## src/rtl/p405s_itlb_refill_ctl.sv

```systemverilog
// Instruction shadow-TLB refill sequencer: requests the UTLB on a qualified miss,
// writes the returned translation into the round-robin victim word, or reports a fault.
module p405s_itlb_refill_ctl #(
  parameter int EPN_W   = 22,
  parameter int DSIZE_W = 7,
  parameter int TO_CYC  = 31
) (
  input  logic               CB,
  input  logic               coreReset_N,
  input  logic               itlbMiss,
  input  logic               ifetchValid,
  input  logic               msrIR,
  input  logic [EPN_W-1:0]   fetchEPN,
  input  logic               isAbort,
  input  logic               isInvalidate,
  output logic               utlbReq,
  input  logic               utlbGnt,
  output logic [EPN_W-1:0]   utlbEPN,
  input  logic               utlbRspVld,
  input  logic               utlbHit,
  input  logic               utlbEX,
  input  logic [EPN_W-1:0]   utlbRPN,
  input  logic [DSIZE_W-1:0] utlbDSize,
  input  logic               utlbE,
  input  logic               utlbI,
  input  logic               utlbU0,
  output logic               isrdNotWrt,
  output logic [1:0]         isAddr,
  output logic [EPN_W-1:0]   isEPN,
  output logic [EPN_W-1:0]   RPN,
  output logic [DSIZE_W-1:0] DSize,
  output logic               E,
  output logic               I,
  output logic               U0,
  output logic               itlbBusy,
  output logic               itlbMissExc,
  output logic               itlbProtExc,
  output logic               refillDone
);

  localparam logic [2:0] ST_IDLE  = 3'd0;
  localparam logic [2:0] ST_REQ   = 3'd1;
  localparam logic [2:0] ST_WAIT  = 3'd2;
  localparam logic [2:0] ST_DRAIN = 3'd3;
  localparam logic [2:0] ST_WRITE = 3'd4;

  localparam logic [4:0] TO_LAST = 5'(TO_CYC - 1);

  logic [2:0]         state_q,       state_d;
  logic [EPN_W-1:0]   epn_q,         epn_d;
  logic               utlb_req_q,    utlb_req_d;
  logic [4:0]         timeout_q,     timeout_d;
  logic [1:0]         victim_q,      victim_d;
  logic               rd_not_wrt_q,  rd_not_wrt_d;
  logic [1:0]         is_addr_q,     is_addr_d;
  logic [EPN_W-1:0]   rpn_q,         rpn_d;
  logic [DSIZE_W-1:0] dsize_q,       dsize_d;
  logic               e_q,           e_d;
  logic               i_q,           i_d;
  logic               u0_q,          u0_d;
  logic               busy_q,        busy_d;
  logic               refill_done_q, refill_done_d;
  logic               miss_exc_q,    miss_exc_d;
  logic               prot_exc_q,    prot_exc_d;

  logic               qual_miss_s;
  logic               flush_s;
  logic               to_hit_s;
  logic [1:0]         victim_nxt_s;

  assign qual_miss_s = itlbMiss & ifetchValid & msrIR & ~isAbort & ~isInvalidate;
  assign flush_s     = isAbort | isInvalidate;
  assign to_hit_s    = (timeout_q == TO_LAST);

  // Next-state and datapath update for the refill sequence.
  always_comb begin
    state_d       = state_q;
    epn_d         = epn_q;
    utlb_req_d    = utlb_req_q;
    timeout_d     = timeout_q;
    victim_nxt_s  = victim_q;
    rd_not_wrt_d  = 1'b1;
    is_addr_d     = is_addr_q;
    rpn_d         = rpn_q;
    dsize_d       = dsize_q;
    e_d           = e_q;
    i_d           = i_q;
    u0_d          = u0_q;
    refill_done_d = 1'b0;
    miss_exc_d    = 1'b0;
    prot_exc_d    = 1'b0;

    case (state_q)
      ST_IDLE: begin
        timeout_d = 5'd0;
        if (qual_miss_s) begin
          epn_d      = fetchEPN;
          utlb_req_d = 1'b1;
          state_d    = ST_REQ;
        end else begin
          utlb_req_d = 1'b0;
          state_d    = ST_IDLE;
        end
      end
      ST_REQ: begin
        // A grant commits us to consuming the response, even if a flush arrives with it.
        if (utlbGnt) begin
          utlb_req_d = 1'b0;
          timeout_d  = 5'd0;
          state_d    = flush_s ? ST_DRAIN : ST_WAIT;
        end else if (flush_s) begin
          utlb_req_d = 1'b0;
          state_d    = ST_IDLE;
        end else begin
          utlb_req_d = 1'b1;
          state_d    = ST_REQ;
        end
      end
      ST_WAIT: begin
        timeout_d = timeout_q + 5'd1;
        if (utlbRspVld) begin
          if (flush_s) begin
            state_d = ST_IDLE;
          end else if (utlbHit && utlbEX) begin
            rpn_d        = utlbRPN;
            dsize_d      = utlbDSize;
            e_d          = utlbE;
            i_d          = utlbI;
            u0_d         = utlbU0;
            rd_not_wrt_d = 1'b0;
            is_addr_d    = victim_q;
            state_d      = ST_WRITE;
          end else if (utlbHit) begin
            prot_exc_d = 1'b1;
            state_d    = ST_IDLE;
          end else begin
            miss_exc_d = 1'b1;
            state_d    = ST_IDLE;
          end
        end else if (to_hit_s) begin
          state_d = ST_IDLE;
        end else if (flush_s) begin
          state_d = ST_DRAIN;
        end else begin
          state_d = ST_WAIT;
        end
      end
      ST_DRAIN: begin
        timeout_d = timeout_q + 5'd1;
        if (utlbRspVld || to_hit_s) begin
          state_d = ST_IDLE;
        end else begin
          state_d = ST_DRAIN;
        end
      end
      ST_WRITE: begin
        // The write strobe is gated by invalidate at the output, so completion must be too.
        if (isInvalidate) begin
          refill_done_d = 1'b0;
        end else begin
          refill_done_d = 1'b1;
          victim_nxt_s  = victim_q + 2'd1;
        end
        state_d = ST_IDLE;
      end
      default: begin
        utlb_req_d = 1'b0;
        state_d    = ST_IDLE;
      end
    endcase

    victim_d = isInvalidate ? 2'd0 : victim_nxt_s;
    busy_d   = (state_d != ST_IDLE);
  end

  // State and output registers.
  always_ff @(posedge CB or negedge coreReset_N) begin
    if (!coreReset_N) begin
      state_q       <= ST_IDLE;
      epn_q         <= '0;
      utlb_req_q    <= 1'b0;
      timeout_q     <= 5'd0;
      victim_q      <= 2'd0;
      rd_not_wrt_q  <= 1'b1;
      is_addr_q     <= 2'd0;
      rpn_q         <= '0;
      dsize_q       <= '0;
      e_q           <= 1'b0;
      i_q           <= 1'b0;
      u0_q          <= 1'b0;
      busy_q        <= 1'b0;
      refill_done_q <= 1'b0;
      miss_exc_q    <= 1'b0;
      prot_exc_q    <= 1'b0;
    end else begin
      state_q       <= state_d;
      epn_q         <= epn_d;
      utlb_req_q    <= utlb_req_d;
      timeout_q     <= timeout_d;
      victim_q      <= victim_d;
      rd_not_wrt_q  <= rd_not_wrt_d;
      is_addr_q     <= is_addr_d;
      rpn_q         <= rpn_d;
      dsize_q       <= dsize_d;
      e_q           <= e_d;
      i_q           <= i_d;
      u0_q          <= u0_d;
      busy_q        <= busy_d;
      refill_done_q <= refill_done_d;
      miss_exc_q    <= miss_exc_d;
      prot_exc_q    <= prot_exc_d;
    end
  end

  assign utlbReq     = utlb_req_q;
  assign utlbEPN     = epn_q;
  assign isEPN       = epn_q;
  assign isrdNotWrt  = rd_not_wrt_q | isInvalidate;
  assign isAddr      = is_addr_q;
  assign RPN         = rpn_q;
  assign DSize       = dsize_q;
  assign E           = e_q;
  assign I           = i_q;
  assign U0          = u0_q;
  assign itlbBusy    = busy_q;
  assign itlbMissExc = miss_exc_q;
  assign itlbProtExc = prot_exc_q;
  assign refillDone  = refill_done_q;

endmodule

```

## config.mk

```make
export PLATFORM = sky130hd
export DESIGN_NAME = p405s_itlb_refill_ctl
export DESIGN_NICKNAME = d
export VERILOG_FILES = /design/src/rtl/p405s_itlb_refill_ctl.sv
export SDC_FILE = /design/constraint.sdc
export NUM_CORES = 1
export LEC_CHECK = 0
export BUFFER_PORTS_ARGS = -buffer_cell sky130_fd_sc_hd__buf_2
export CAP_MARGIN = 25
export CORE_ASPECT_RATIO = 1.4
export CORE_MARGIN = 2
export CORE_UTILIZATION = 31
export DETAILED_ROUTE_END_ITERATION = 16
export PLACE_DENSITY = 0.61
export SYNTH_ARGS = -nofsm -noshare
export SYNTH_HDL_FRONTEND = slang
export SYNTH_SLANG_ARGS = --single-unit
```

## constraint.sdc

```tcl
create_clock -name CB -period 5.25 [get_ports CB]
set_clock_uncertainty 0.1 [all_clocks]
set_input_delay 0.525 -clock CB [delete_from_list [all_inputs] [get_ports CB]]
set_output_delay 0.525 -clock CB [all_outputs]
set_load 0.005 [all_outputs]
```

# --- After elaboration in Yosys (flattened, before gate mapping) ---
# Index checks and enable logic that the tools add are counted.
totals:
  out_inout_bits: 84
  in_bits: 65
  ff_bits: 72
classes:
  muxes: 34
  n_bitwise: 9
  n_reduce_logical: 11
  addsub: 2
  eq_ne: 6
op_table:
  columns: ["operator", "n"]
  rows:
  - ["1-bit 2-to-1 mux", 22]
  - ["5-bit case mux with 3 select lines", 1]
  - ["3-bit case mux with 4 select lines", 1]
  - ["2-bit 2-to-1 mux", 5]
  - ["3-bit 2-to-1 mux", 3]
  - ["3-bit by 2-bit == test with 1-bit output (second input constant)", 2]
  - ["3-bit nonzero test", 2]
  - ["5-bit by 1-bit adder with 5-bit output (second input constant)", 1]
  - ["5-bit == test (second input constant)", 1]
  - ["5-bit 2-to-1 mux", 1]
  - ["1-bit AND", 4]
  - ["2-bit AND reduction", 2]
  - ["4-bit AND reduction", 1]
  - ["3-bit by 1-bit == test with 1-bit output (second input constant)", 1]
  - ["3-bit == test (second input constant)", 1]
  - ["3-bit logical NOT", 1]
  - ["1-bit inverter", 3]
  - ["1-bit case mux with 3 select lines", 1]
  - ["3-bit OR reduction", 1]
  - ["2-bit by 1-bit adder with 2-bit output (second input constant)", 1]
  - ["2-bit != test (second input constant)", 1]
  - ["1-bit OR", 2]
  - ["2-bit nonzero test", 1]
  - ["2-bit OR reduction", 1]
  - ["other kinds (2)", 2]

# --- Longest topological paths before layout ---
logic_depth:
  word_depth: 7
  ltp_mapped: 6
  mapped_depth_nobuf: 5

# --- Worst setup path after synthesis ---
# No wires, ideal clock.
synth_timing:
  path_type: "in2reg"
  startpoint: "input isInvalidate"
  endpoint: "register dsize_q[3] (netlist: DSize[3])"
  arrival_time_ns: 1.497
  required_ns: 5.025
  setup_slack_ns: 3.528
  path_stages: 5
  path_cell_list: "nor3_2 > and4_4 > buf_12 > buf_12 > mux2_4"
synth_via:
  elab_chain_len: 3
synth_rtl:
  columns: ["element", "line_no", "source"]
  rows:
  - ["start, declared", "15", "input logic isInvalidate,"]
  - ["1-bit OR", "72", "assign flush_s = isAbort | isInvalidate;"]
  - ["1-bit inverter (no line)", null, null]
  - ["4-bit AND reduction (no line)", null, null]
  - ["end signal, assigned", "204", "dsize_q <= dsize_d;"]
  - ["end, declared", "57", "logic [DSIZE_W-1:0] dsize_q, dsize_d;"]
# Every way passes these cells.
# A chain may end at the register's enable or synchronous reset.

# --- Final worst setup path ---
layout_timing:
  startpoint: "register state_q[1]"
  endpoint: "register dsize_q[0] (netlist: DSize[0])"
layout_via:
  elab_chain_len: 2
layout_rtl:
  columns: ["element", "line_no", "source"]
  rows:
  - ["start, declared", "49", "logic [2:0] state_q, state_d;"]
  - ["start signal, assigned", "196", "state_q <= state_d;"]
  - ["3-bit by 2-bit == test with 1-bit output", "93", "case (state_q)"]
  - ["4-bit AND reduction (no line)", null, null]
# Every way passes these cells.

==> results.toml <==
[clocking]
cts_resized = 0
cts_buffers = 9
htreeDepth = 3
root_buffer = "clkbuf_16"
postCtsHoldBufs = 0
cts_tree = "yes"
cts_setup_buffers = 0
insertion_delay_ns = 0.33
clock-sinks = 72
clk_path_buf_depth = 2
path_clk_slew_ns = 0.06

[final_layout]
synthToLayoutAreaGrowth_pct = 28.4
final_common_cell = "buf_2"
final_cell_mix = "buf_2, dfrtp_1, mux2_4"
drive_above_1_share_pct = 66.7
finalNonFillerCells = 486
fin_nets = 411
n_antenna_cell = 0

[synthesis]
synth-edff-count = 0
synthDistinctLibCells = 35
synth_nets = 283
avgSynthCellArea_sq_um = 15.4
synthesis.area_sq_um = 3320
synth_seq_cells = 72
ys.flop_type = "dfrtp_1"
yosysSeqAreaShare_pct = 54.3
async_flop_share_pct = 100
ys_warn_count = 0
syn_inst = 215

[die]
initial_core_util_pct = 31.9
rows = 44
core-area_sq_um = 10400
boundaryPins = 149
die_area_sq_um = 11600
chipHeight_um = 126
die_width_um = 91.5

[timing]
period_share_pct = 40.2
rsz0062_at_grt = "false"
fmax_mhz = 473
worst_pin_slew_ns = 0.909
hold_viol = 0
fin_setup_tns_ns = 0
finalSetupViolCount = 0
maxSlewHeadroom_pct = 39.4
min_period_ns = 2.11
drv_slew = 0

[detailed_routing]
wl_um = 6460
wire_per_inst_um = 13.3
drc = 0
dr.pass1.iters = 4
postRouteAntennaNets = 0
vias = 2116
drt-vias-per-instance = 4.35
detail_route.iter0.violations = 43

[global_route]
antenna_found_initial = 0
grt_usage_pct = 11.6
grt_max_degree = 73
grt_pass1_wl_um = 10500
grt_pass1_vias = 2123
gr-total-overflow = 0

[worst_setup_path]
cp.arrival_ns = 2.22
endpoint = "DSize[0]"
required_ns = 5.36
endpoint_kind = "flop"
worstReg2RegEnd = "DSize[0]"
crit_path_max_fanout = 34
crit_start = "state_q[1]"
ff2ff_path_depth = 3
r2r_slack_ns = 3.14
worstSetupPathType = "flop to flop"
crit_path_start_kind = "flop"
r2r-start = "state_q[1]"

[placement]
post-dp-hpwl_um = 4650
portBuffers = 148
dp_cells = 470
gp_congestion = 0.723

[status]
status = "completed"

[run]
maxCapViolCount = 0

[power]
p_leak_nw = 2.31
p_per_area_nw_per_um2 = 414
power_mw = 1.76
ir_drop_mv = 0.141

[worst_hold_path]
min_path_type = "primary input to async pin"
## synth_stat cells (3+ instances only)
library cell | number | area [sq um]
a22o_1 | 4 | 35.0
buf_12 | 4 | 80.1
buf_4 | 22 | 165
buf_6 | 4 | 45.0
dfrtp_1 | 71 | 1780
ha_1 | 3 | 37.5
inv_1 | 5 | 18.8
mux2_2 | 10 | 113
mux2_4 | 50 | 751
nand3_1 | 3 | 15.0
nor2_1 | 8 | 30.0
## worst min-delay path by stage
stage,depth (start not counted),to,slack [ns]
floorplan,0,DSize[0],0.13
global placement,1,DSize[2],0.39
detailed placement,1,RPN[17],0.39
CTS,1,isEPN[19],0.25
global route,2,itlbProtExc,0.25
finish,1,isEPN[20],0.23
## power breakdown
| group | switching, mW | internal [mW] | total, mW |
|---|---|---|---|
| Sequential | 0.0761 | 0.663 | 0.739 |
| Combinational | 0.135 | 0.254 | 0.389 |
| Clock | 0.217 | 0.419 | 0.636 |
## layout make-up
class | instances | area [sq um]
fillers | 989 | 6140
well taps | 138 | 173
clock buffers | 14 | 284
multi-input cells | 105 | 1190
flip-flops and latches | 72 | 1800
inverters | 6 | 25.0
repair buffers | 149 | 751
clock inverters | 2 | 35.0
## flip-flops by register name (all words and copies together), names as in the netlist
signal,cells
DSize,7
E,1
I,1
RPN,22
U0,1
isAddr,2
isEPN,22
itlbBusy,1
itlbMissExc,1
itlbProtExc,1
rd_not_wrt_q,1
refillDone,1
state_q,3
timeout_q,5
utlbReq,1
victim_q,2
## through the flow
stage	instance area [sq um]	setup WS [ns]	util [%]	hold WS [ns]
global route	4260	3.01	41.0	0.252
floorplan	3320	3.53	-	0.129
finish	4260	3.14	41.0	0.226
CTS	4260	3.13	41.0	0.245
detailed placement	3940	3.05	37.9	0.391
global placement	3940	3.09	37.9	0.390
## cell families after synthesis
kind of cell,Yosys count,share of synthesized area [%]
mux,60,26.0
compound gates,9,2.19
simple gates,31,6.07
xor+xnor,2,0.528
fa+ha+maj,3,1.13
flops,72,54.3
buf+inv,38,9.80
## critical path, stage by stage, from the launching register on
cell and delay, ns:
dfrtp_1 0.54, nor2b_4 0.27, and4_4 0.66, mux2_2 0.40
## metal layers
| layer | share of wire (%) | vias up | global-route usage [%] |
|---|---|---|---|
| met2 | 47 | 100 | 17.3 |
| met4 | 2.0 | 0 | 5.26 |
| met3 | 7.5 | 11 | 4.22 |
| met1 | 44 | 1022 | 15.0 |
| met5 | 0 | - | 0 |
| li1 | - | 983 | - |
(Power assumes the default switching activity.)
